===== config.mk =====
export PLATFORM = sky130hd
export DESIGN_NAME = cdcm_rx_align_ctrl
export DESIGN_NICKNAME = d
export VERILOG_FILES = /design/src/rtl/cdcm_rx_align_ctrl.sv
export SDC_FILE = /design/constraint.sdc
export NUM_CORES = 1
export LEC_CHECK = 0
export ABC_CLOCK_PERIOD_IN_PS = 2900
export CAP_MARGIN = 20
export CORE_MARGIN = 3
export CORE_UTILIZATION = 32
export DETAILED_ROUTE_END_ITERATION = 10
export GPL_TIMING_DRIVEN = 0
export PLACE_DENSITY = 0.51
export SYNTH_ARGS = -nofsm -noshare
export SYNTH_HDL_FRONTEND = slang
export SYNTH_SLANG_ARGS = --single-unit

===== constraint.sdc =====
create_clock -name clkDivIn -period 2.9 [get_ports clkDivIn]
set_clock_uncertainty 0.05 [all_clocks]
set_input_delay 0.29 -clock clkDivIn [delete_from_list [all_inputs] [get_ports clkDivIn]]
set_output_delay 0.29 -clock clkDivIn [all_outputs]
set_load 0.02 [all_outputs]

===== src/rtl/cdcm_rx_align_ctrl.sv =====
// -----------------------------------------------------------------------------
// cdcm_rx_align_ctrl
//   Alignment sequencer for one CDCM-8 receive lane. After the lane's IDELAY
//   init completes it loads all 2**kTapW coarse taps in turn and checks each
//   one for a stable deserialized word. While scanning it tracks the widest
//   run of passing taps. It then loads the centre of that run and issues
//   bitslips until the word equals kIdlePattern. The result is reported on
//   aligned/error.
//
// Ports
//   clkDivIn        lane slow clock; all logic on its rising edge
//   pwrOnRst        synchronous active-high reset
//   start           one-cycle (re)align request, honoured only while busy=0
//   idelayInitDone  lane IDELAY init complete
//   dInFromDevice   deserialized word from the lane
//   tapOut          tap value to the lane (valid whenever tapLoad=1)
//   tapLoad         one-cycle tap load strobe
//   enVtc           VTC enable to the lane (released while a sequence runs)
//   bitslip         one-cycle bitslip pulse
//   busy            sequence in progress
//   aligned         lane aligned (held until the next start or reset)
//   error           alignment failed (held until the next start or reset)
//   eyeCenter       selected tap
//   eyeWidth        widest passing run length (0..2**kTapW)
//   o_dbg_state     current sequencer state, for observation only
//
// Handshake: start is a request without acknowledge. It is accepted only in
// IDLE. busy rises on the edge that accepts it and falls on the same edge that
// sets aligned or error. A start seen while busy=1 is dropped.
// -----------------------------------------------------------------------------
module cdcm_rx_align_ctrl #(
   parameter int               kDevW         = 8,
   parameter int               kTapW         = 5,
   parameter int               kSettleCycles = 16,
   parameter int               kCheckCycles  = 256,
   parameter int               kMinEyeWidth  = 4,
   parameter logic [kDevW-1:0] kIdlePattern  = 8'hF0,
   parameter int               kMaxSlip      = 8
) (
   input  logic             clkDivIn,
   input  logic             pwrOnRst,
   input  logic             start,
   input  logic             idelayInitDone,
   input  logic [kDevW-1:0] dInFromDevice,
   output logic [kTapW-1:0] tapOut,
   output logic             tapLoad,
   output logic             enVtc,
   output logic             bitslip,
   output logic             busy,
   output logic             aligned,
   output logic             error,
   output logic [kTapW-1:0] eyeCenter,
   output logic [kTapW:0]   eyeWidth,
   output logic [3:0]       o_dbg_state
);

   localparam logic [3:0] IDLE       = 4'd0;
   localparam logic [3:0] WAIT_INIT  = 4'd1;
   localparam logic [3:0] LOAD       = 4'd2;
   localparam logic [3:0] SETTLE     = 4'd3;
   localparam logic [3:0] CHECK      = 4'd4;
   localparam logic [3:0] CALC       = 4'd5;
   localparam logic [3:0] LOAD_C     = 4'd6;
   localparam logic [3:0] SETTLE_C   = 4'd7;
   localparam logic [3:0] SLIP_CHECK = 4'd8;
   localparam logic [3:0] SLIP       = 4'd9;
   localparam logic [3:0] SLIP_WAIT  = 4'd10;
   localparam logic [3:0] DONE       = 4'd11;
   localparam logic [3:0] ERROR      = 4'd12;

   localparam int kCntMax = (kCheckCycles > kSettleCycles) ? kCheckCycles : kSettleCycles;
   localparam int kCntW   = $clog2(kCntMax + 1);
   localparam int kSlipW  = $clog2(kMaxSlip + 1);

   localparam logic [kCntW-1:0]  kCntOne     = kCntW'(1);
   localparam logic [kCntW-1:0]  kSettleLast = kCntW'(kSettleCycles - 1);
   localparam logic [kCntW-1:0]  kCheckLast  = kCntW'(kCheckCycles);
   localparam logic [kSlipW-1:0] kSlipMax    = kSlipW'(kMaxSlip);
   localparam logic [kTapW:0]    kMinEye     = (kTapW + 1)'(kMinEyeWidth);
   localparam logic [kTapW-1:0]  kLastTap    = '1;

   logic [3:0]       r_state;
   logic [kCntW-1:0] r_cnt;
   logic [kTapW-1:0] r_tap;
   logic [kDevW-1:0] r_din;
   logic [kDevW-1:0] r_ref;
   logic             r_ok;
   logic [kTapW:0]   r_cur_len;
   logic [kTapW-1:0] r_cur_start;
   logic [kTapW:0]   r_best_len;
   logic [kTapW-1:0] r_best_start;
   logic [kSlipW-1:0] r_slip_cnt;
   logic             r_en_vtc;
   logic             r_busy;
   logic             r_aligned;
   logic             r_error;
   logic [kTapW-1:0] r_eye_center;
   logic [kTapW:0]   r_eye_width;

   logic             w_word_match;
   logic             w_idle_match;
   logic             w_check_pass;
   logic             w_idle_pass;
   logic [kTapW:0]   w_new_len;
   logic [kTapW-1:0] w_new_start;
   logic [kTapW-1:0] w_center;

   // Check windows: count 0 only lets the input register fill. In CHECK,
   // count 1 captures the reference word. Counts 2..kCheckCycles compare.
   // The last compare is folded into the pass result combinationally.
   assign w_word_match = (r_din == r_ref);
   assign w_idle_match = (r_din == kIdlePattern);
   assign w_check_pass = r_ok & w_word_match;
   assign w_idle_pass  = r_ok & w_idle_match;

   // The run can only grow on a pass. A run starting at this tap begins when
   // the current length is zero.
   assign w_new_len   = w_check_pass ? (r_cur_len + 1'b1) : '0;
   assign w_new_start = (r_cur_len == '0) ? r_tap : r_cur_start;
   // A run never wraps, so start + len/2 always stays inside the tap range.
   assign w_center    = r_best_start + r_best_len[kTapW:1];

   always_ff @(posedge clkDivIn) begin
      r_din <= dInFromDevice;
      if (pwrOnRst) begin
         r_state      <= IDLE;
         r_cnt        <= '0;
         r_tap        <= '0;
         r_ref        <= '0;
         r_ok         <= 1'b0;
         r_cur_len    <= '0;
         r_cur_start  <= '0;
         r_best_len   <= '0;
         r_best_start <= '0;
         r_slip_cnt   <= '0;
         r_en_vtc     <= 1'b1;
         r_busy       <= 1'b0;
         r_aligned    <= 1'b0;
         r_error      <= 1'b0;
         r_eye_center <= '0;
         r_eye_width  <= '0;
      end else begin
         case (r_state)
            IDLE: begin
               if (start) begin
                  r_state      <= WAIT_INIT;
                  r_busy       <= 1'b1;
                  r_aligned    <= 1'b0;
                  r_error      <= 1'b0;
                  r_en_vtc     <= 1'b0;
                  r_tap        <= '0;
                  r_cur_len    <= '0;
                  r_cur_start  <= '0;
                  r_best_len   <= '0;
                  r_best_start <= '0;
                  r_slip_cnt   <= '0;
                  r_cnt        <= '0;
               end
            end
            WAIT_INIT: begin
               if (idelayInitDone) r_state <= LOAD;
            end
            LOAD: begin
               r_state <= SETTLE;
               r_cnt   <= '0;
            end
            SETTLE, SETTLE_C, SLIP_WAIT: begin
               if (r_cnt == kSettleLast) begin
                  r_cnt   <= '0;
                  r_ok    <= 1'b1;
                  r_state <= (r_state == SETTLE) ? CHECK : SLIP_CHECK;
               end else begin
                  r_cnt <= r_cnt + 1'b1;
               end
            end
            CHECK: begin
               if (r_cnt == '0) begin
                  r_cnt <= r_cnt + 1'b1;
               end else if (r_cnt == kCntOne) begin
                  r_ref <= r_din;
                  r_cnt <= r_cnt + 1'b1;
               end else if (r_cnt != kCheckLast) begin
                  r_ok  <= r_ok & w_word_match;
                  r_cnt <= r_cnt + 1'b1;
               end else begin
                  r_cnt     <= '0;
                  r_cur_len <= w_new_len;
                  if (w_check_pass && (r_cur_len == '0)) r_cur_start <= r_tap;
                  // Strictly greater: on equal widths the earlier run is kept.
                  if (w_new_len > r_best_len) begin
                     r_best_len   <= w_new_len;
                     r_best_start <= w_new_start;
                  end
                  if (r_tap == kLastTap) begin
                     r_state <= CALC;
                  end else begin
                     r_tap   <= r_tap + 1'b1;
                     r_state <= LOAD;
                  end
               end
            end
            CALC: begin
               r_eye_width  <= r_best_len;
               r_eye_center <= w_center;
               if (r_best_len < kMinEye) begin
                  r_state <= ERROR;
               end else begin
                  r_tap   <= w_center;
                  r_state <= LOAD_C;
               end
            end
            LOAD_C: begin
               r_state <= SETTLE_C;
               r_cnt   <= '0;
            end
            SLIP_CHECK: begin
               if (r_cnt == '0) begin
                  r_cnt <= r_cnt + 1'b1;
               end else if (r_cnt != kCheckLast) begin
                  r_ok  <= r_ok & w_idle_match;
                  r_cnt <= r_cnt + 1'b1;
               end else begin
                  r_cnt <= '0;
                  if (w_idle_pass)                 r_state <= DONE;
                  else if (r_slip_cnt == kSlipMax) r_state <= ERROR;
                  else                             r_state <= SLIP;
               end
            end
            SLIP: begin
               r_slip_cnt <= r_slip_cnt + 1'b1;
               r_cnt      <= '0;
               r_state    <= SLIP_WAIT;
            end
            DONE: begin
               r_aligned <= 1'b1;
               r_en_vtc  <= 1'b1;
               r_busy    <= 1'b0;
               r_state   <= IDLE;
            end
            ERROR: begin
               r_error  <= 1'b1;
               r_en_vtc <= 1'b1;
               r_busy   <= 1'b0;
               r_state  <= IDLE;
            end
            default: r_state <= IDLE;
         endcase
      end
   end

   // The strobes are decoded from state. Each strobe lasts exactly the one
   // cycle spent in its state, and the tap register is already valid then.
   assign tapLoad     = (r_state == LOAD) || (r_state == LOAD_C);
   assign bitslip     = (r_state == SLIP);
   assign tapOut      = r_tap;
   assign enVtc       = r_en_vtc;
   assign busy        = r_busy;
   assign aligned     = r_aligned;
   assign error       = r_error;
   assign eyeCenter   = r_eye_center;
   assign eyeWidth    = r_eye_width;
   assign o_dbg_state = r_state;

endmodule


==> metrics.cfg <==
[route]
vias_per_cell = 5.27
drc = 0
drt_pass1_iterations = 5
ant_nets = 0
first_iter_violations = 165
wl_per_cell_microns = 15.7
num_vias = 3456
routed_wl_microns = 10300

[pwr]
p_per_area_nw_per_um2 = 626
max-vdd-ir-drop_mv = 0.334
p_leak_uw = 0.00183

[place]
postPlaceCellArea_sq_um = 4440
post-place-ws_ps = -262
gp_congestion = 0.966
numPortBuffers = 37
dp_cells = 637
dp_hpwl_microns = 7600

[grt]
grt_pass1_wl_microns = 16900
antenna_found_initial = 0
grt_pass1_vias = 3252
grt.overflow.total = 0
grt_max_degree = 13
grt_usage = 0.162

[synth]
syn_nets = 489
ys_types = 59
yosysSeqAreaShare = 0.391
synth_edf_count = 0
yosysMostFrequentCell = dfxtp_1
synth_ff_type = dfxtp_1
syn_inst = 457
synth.avg_cell_area_sq_um = 8.51
synth_top_area_frac = 0.391
ys_seq_elements = 76
yosys.area.top_type = dfxtp_1
synth_area_leaders = dfxtp_1 39%, ha_1 6.1%, nand2_1 6.0%, a21oi_1 4.0%, nor2_1 3.8%
netlist_area_sq_um = 3890
synthTopCellsByCount = 76 x dfxtp_1, 62 x nand2_1, 39 x nor2_1, 31 x a21oi_1, 20 x inv_1
ys_warn_count = 0
synthArstFlopShare = 0

[timing]
hold_viol_final = 0
fin_crit_sh = 0.940
rsz0062_at_grt = no
worst_pin_slew_ps = 784
finalSetupTns_ps = 0
relSlewSlack = 0.472
min_period_ps = 2730
setup_viol = 0
slew_viol_final = 0
setup_slack_ps = 175
fmax_mhz = 367

[worst_setup_path]
required_ps = 2560
worstSetupPathType = reg -> out
reg2reg_setup_slack_ps = 210
crit_arrival_ps = 2390
r2r_cells = 5
critPathLaunchType = flip-flop
cp-end-kind = primary output
cp_max_fo = 10

[die]
io_pins = 38
num_rows = 39
die_area_sq_um = 13500
start_util = 0.333
fp.dieH_microns = 116
core_area_sq_um = 11700
die_w_microns = 116

[layout]
area_growth_pct = 23.6
drive_above_1_share = 0.0799
design_area_sq_um = 4810
diodes = 0
final_cells = 656
nNetsFinal = 541

[clock_network]
cts_made_buffers = 9
clock_sinks = 76
clock_latency_ps = 330
postCtsHoldBufs = 0
cts_root_buf = clkbuf_16
tritoncts = built
cts_buffer_depth = 2
htree_levels = 3
path_clk_slew_ps = 60

[flow_run]
maxCapViolCount = 0

[hold_path]
min_path_cells = 1
worstHoldPathType = in -> reg

[outcome]
status = completed

-- power by group --
part	leakage (uW)	internal (uW)	switching, uW	total (uW)
clock	0.000138	683	428	1110
combinational	0.00108	281	443	724
sequential	0.000617	1100	75.9	1170
total	0.00183	2060	947	3010
-- final timing paths --
path,start,end
min reg2reg,enVtc$_SDFFE_PP1P_,enVtc$_SDFFE_PP1P_
max,o_dbg_state[0]$_SDFFE_PP0P_,bitslip
max reg2reg,r_cnt[5]$_SDFFE_PP0P_,o_dbg_state[1]$_SDFFE_PP0P_
min,dInFromDevice[3],r_din[3]$_DFF_P_
-- cells by family (layout without fill, tap and decap cells) --
kind of cell	after synthesis	after routing	synth area share
and+or+nand+nor	184	184	0.237
AOI/OAI and AO/OA	92	92	0.162
DFF	76	76	0.391
buffers and inverters	43	99	0.0444
xor gates and xnor gates	27	27	0.0608
adders and majority gates	20	20	0.0663
muxes	15	15	0.0389
-- routing by layer --
metal | track usage | vias to the layer above | share of wire
li1 | - | 1732 | -
met1 | 0.232 | 1608 | 0.50
met2 | 0.234 | 96 | 0.42
met3 | 0.0295 | 20 | 0.053
met4 | 0.0758 | 0 | 0.026
met5 | 0 | - | 0
-- placed cells by master, fill, tap and decap left out, types with 3 or more instances in the layout --
cell              n
nand4_1           7
nor4b_1           3
nor4_1            5
xnor2_1          16
a311oi_1          4
nand2_1          62
o2bb2ai_1        10
xor2_1           10
clkbuf_2          4
buf_2             4
nor3_1           11
and3_1            7
a31oi_1           3
inv_1            20
a22o_1            5
dfxtp_1          76
ha_1             19
a211oi_1          3
o21ai_0          10
clkbuf_1         13
nor2b_1           7
a21o_1            4
nor2_1           39
nand2b_1          3
mux2i_1          14
or4_1             9
o21a_1            3
buf_4             4
nand3_1          13
a21oi_1          31
clkbuf_16         9
clkdlybuf4s50_1  37
-- sequential cells by signal, summed over array words and instances (netlist names), 5 cells and up --
signal        cells
r_cur_len         6
r_best_start      5
eyeCenter         5
tapOut            5
r_ref             8
r_best_len        6
eyeWidth          6
r_cnt             9
r_din             8
r_cur_start       5
-- through the flow --
stage / util / power [uW] / hold slack, ps
finish: 0.412 / 3010 / 343
global route: 0.412 / 3160 / 331
CTS: 0.407 / 3010 / 328
detailed placement: 0.380 / 1880 / 393
global placement: 0.380 / 1880 / 382
floorplan: - / 1630 / 268
-- layout make-up --
type                            count  area, sq um
Sequential cell                    76         1520
Multi-Input combinational cell    338         2230
Clock buffer                       11          243
Clock inverter                      4         50.0
Tap cell                          143          179
Inverter                           20         75.1
Buffer                             21         97.6
Timing Repair Buffer               43          410
Fill cell                        1181         6860
-- timing repair --
item	4_1_cts	5_1_grt
resized for setup	3	12
endpoints found under the setup margin	11	18
pin swaps	0	2
setup buffers	1	3
-- worst max-delay path, stage by stage, from the launching register on --
cell             delay [ps]
dfxtp_1                 430
clkbuf_1                390
nor2b_1                 300
nand2_1                 150
inv_1                   150
clkdlybuf4s50_1         620
Power figures use the tool's default switching activity.
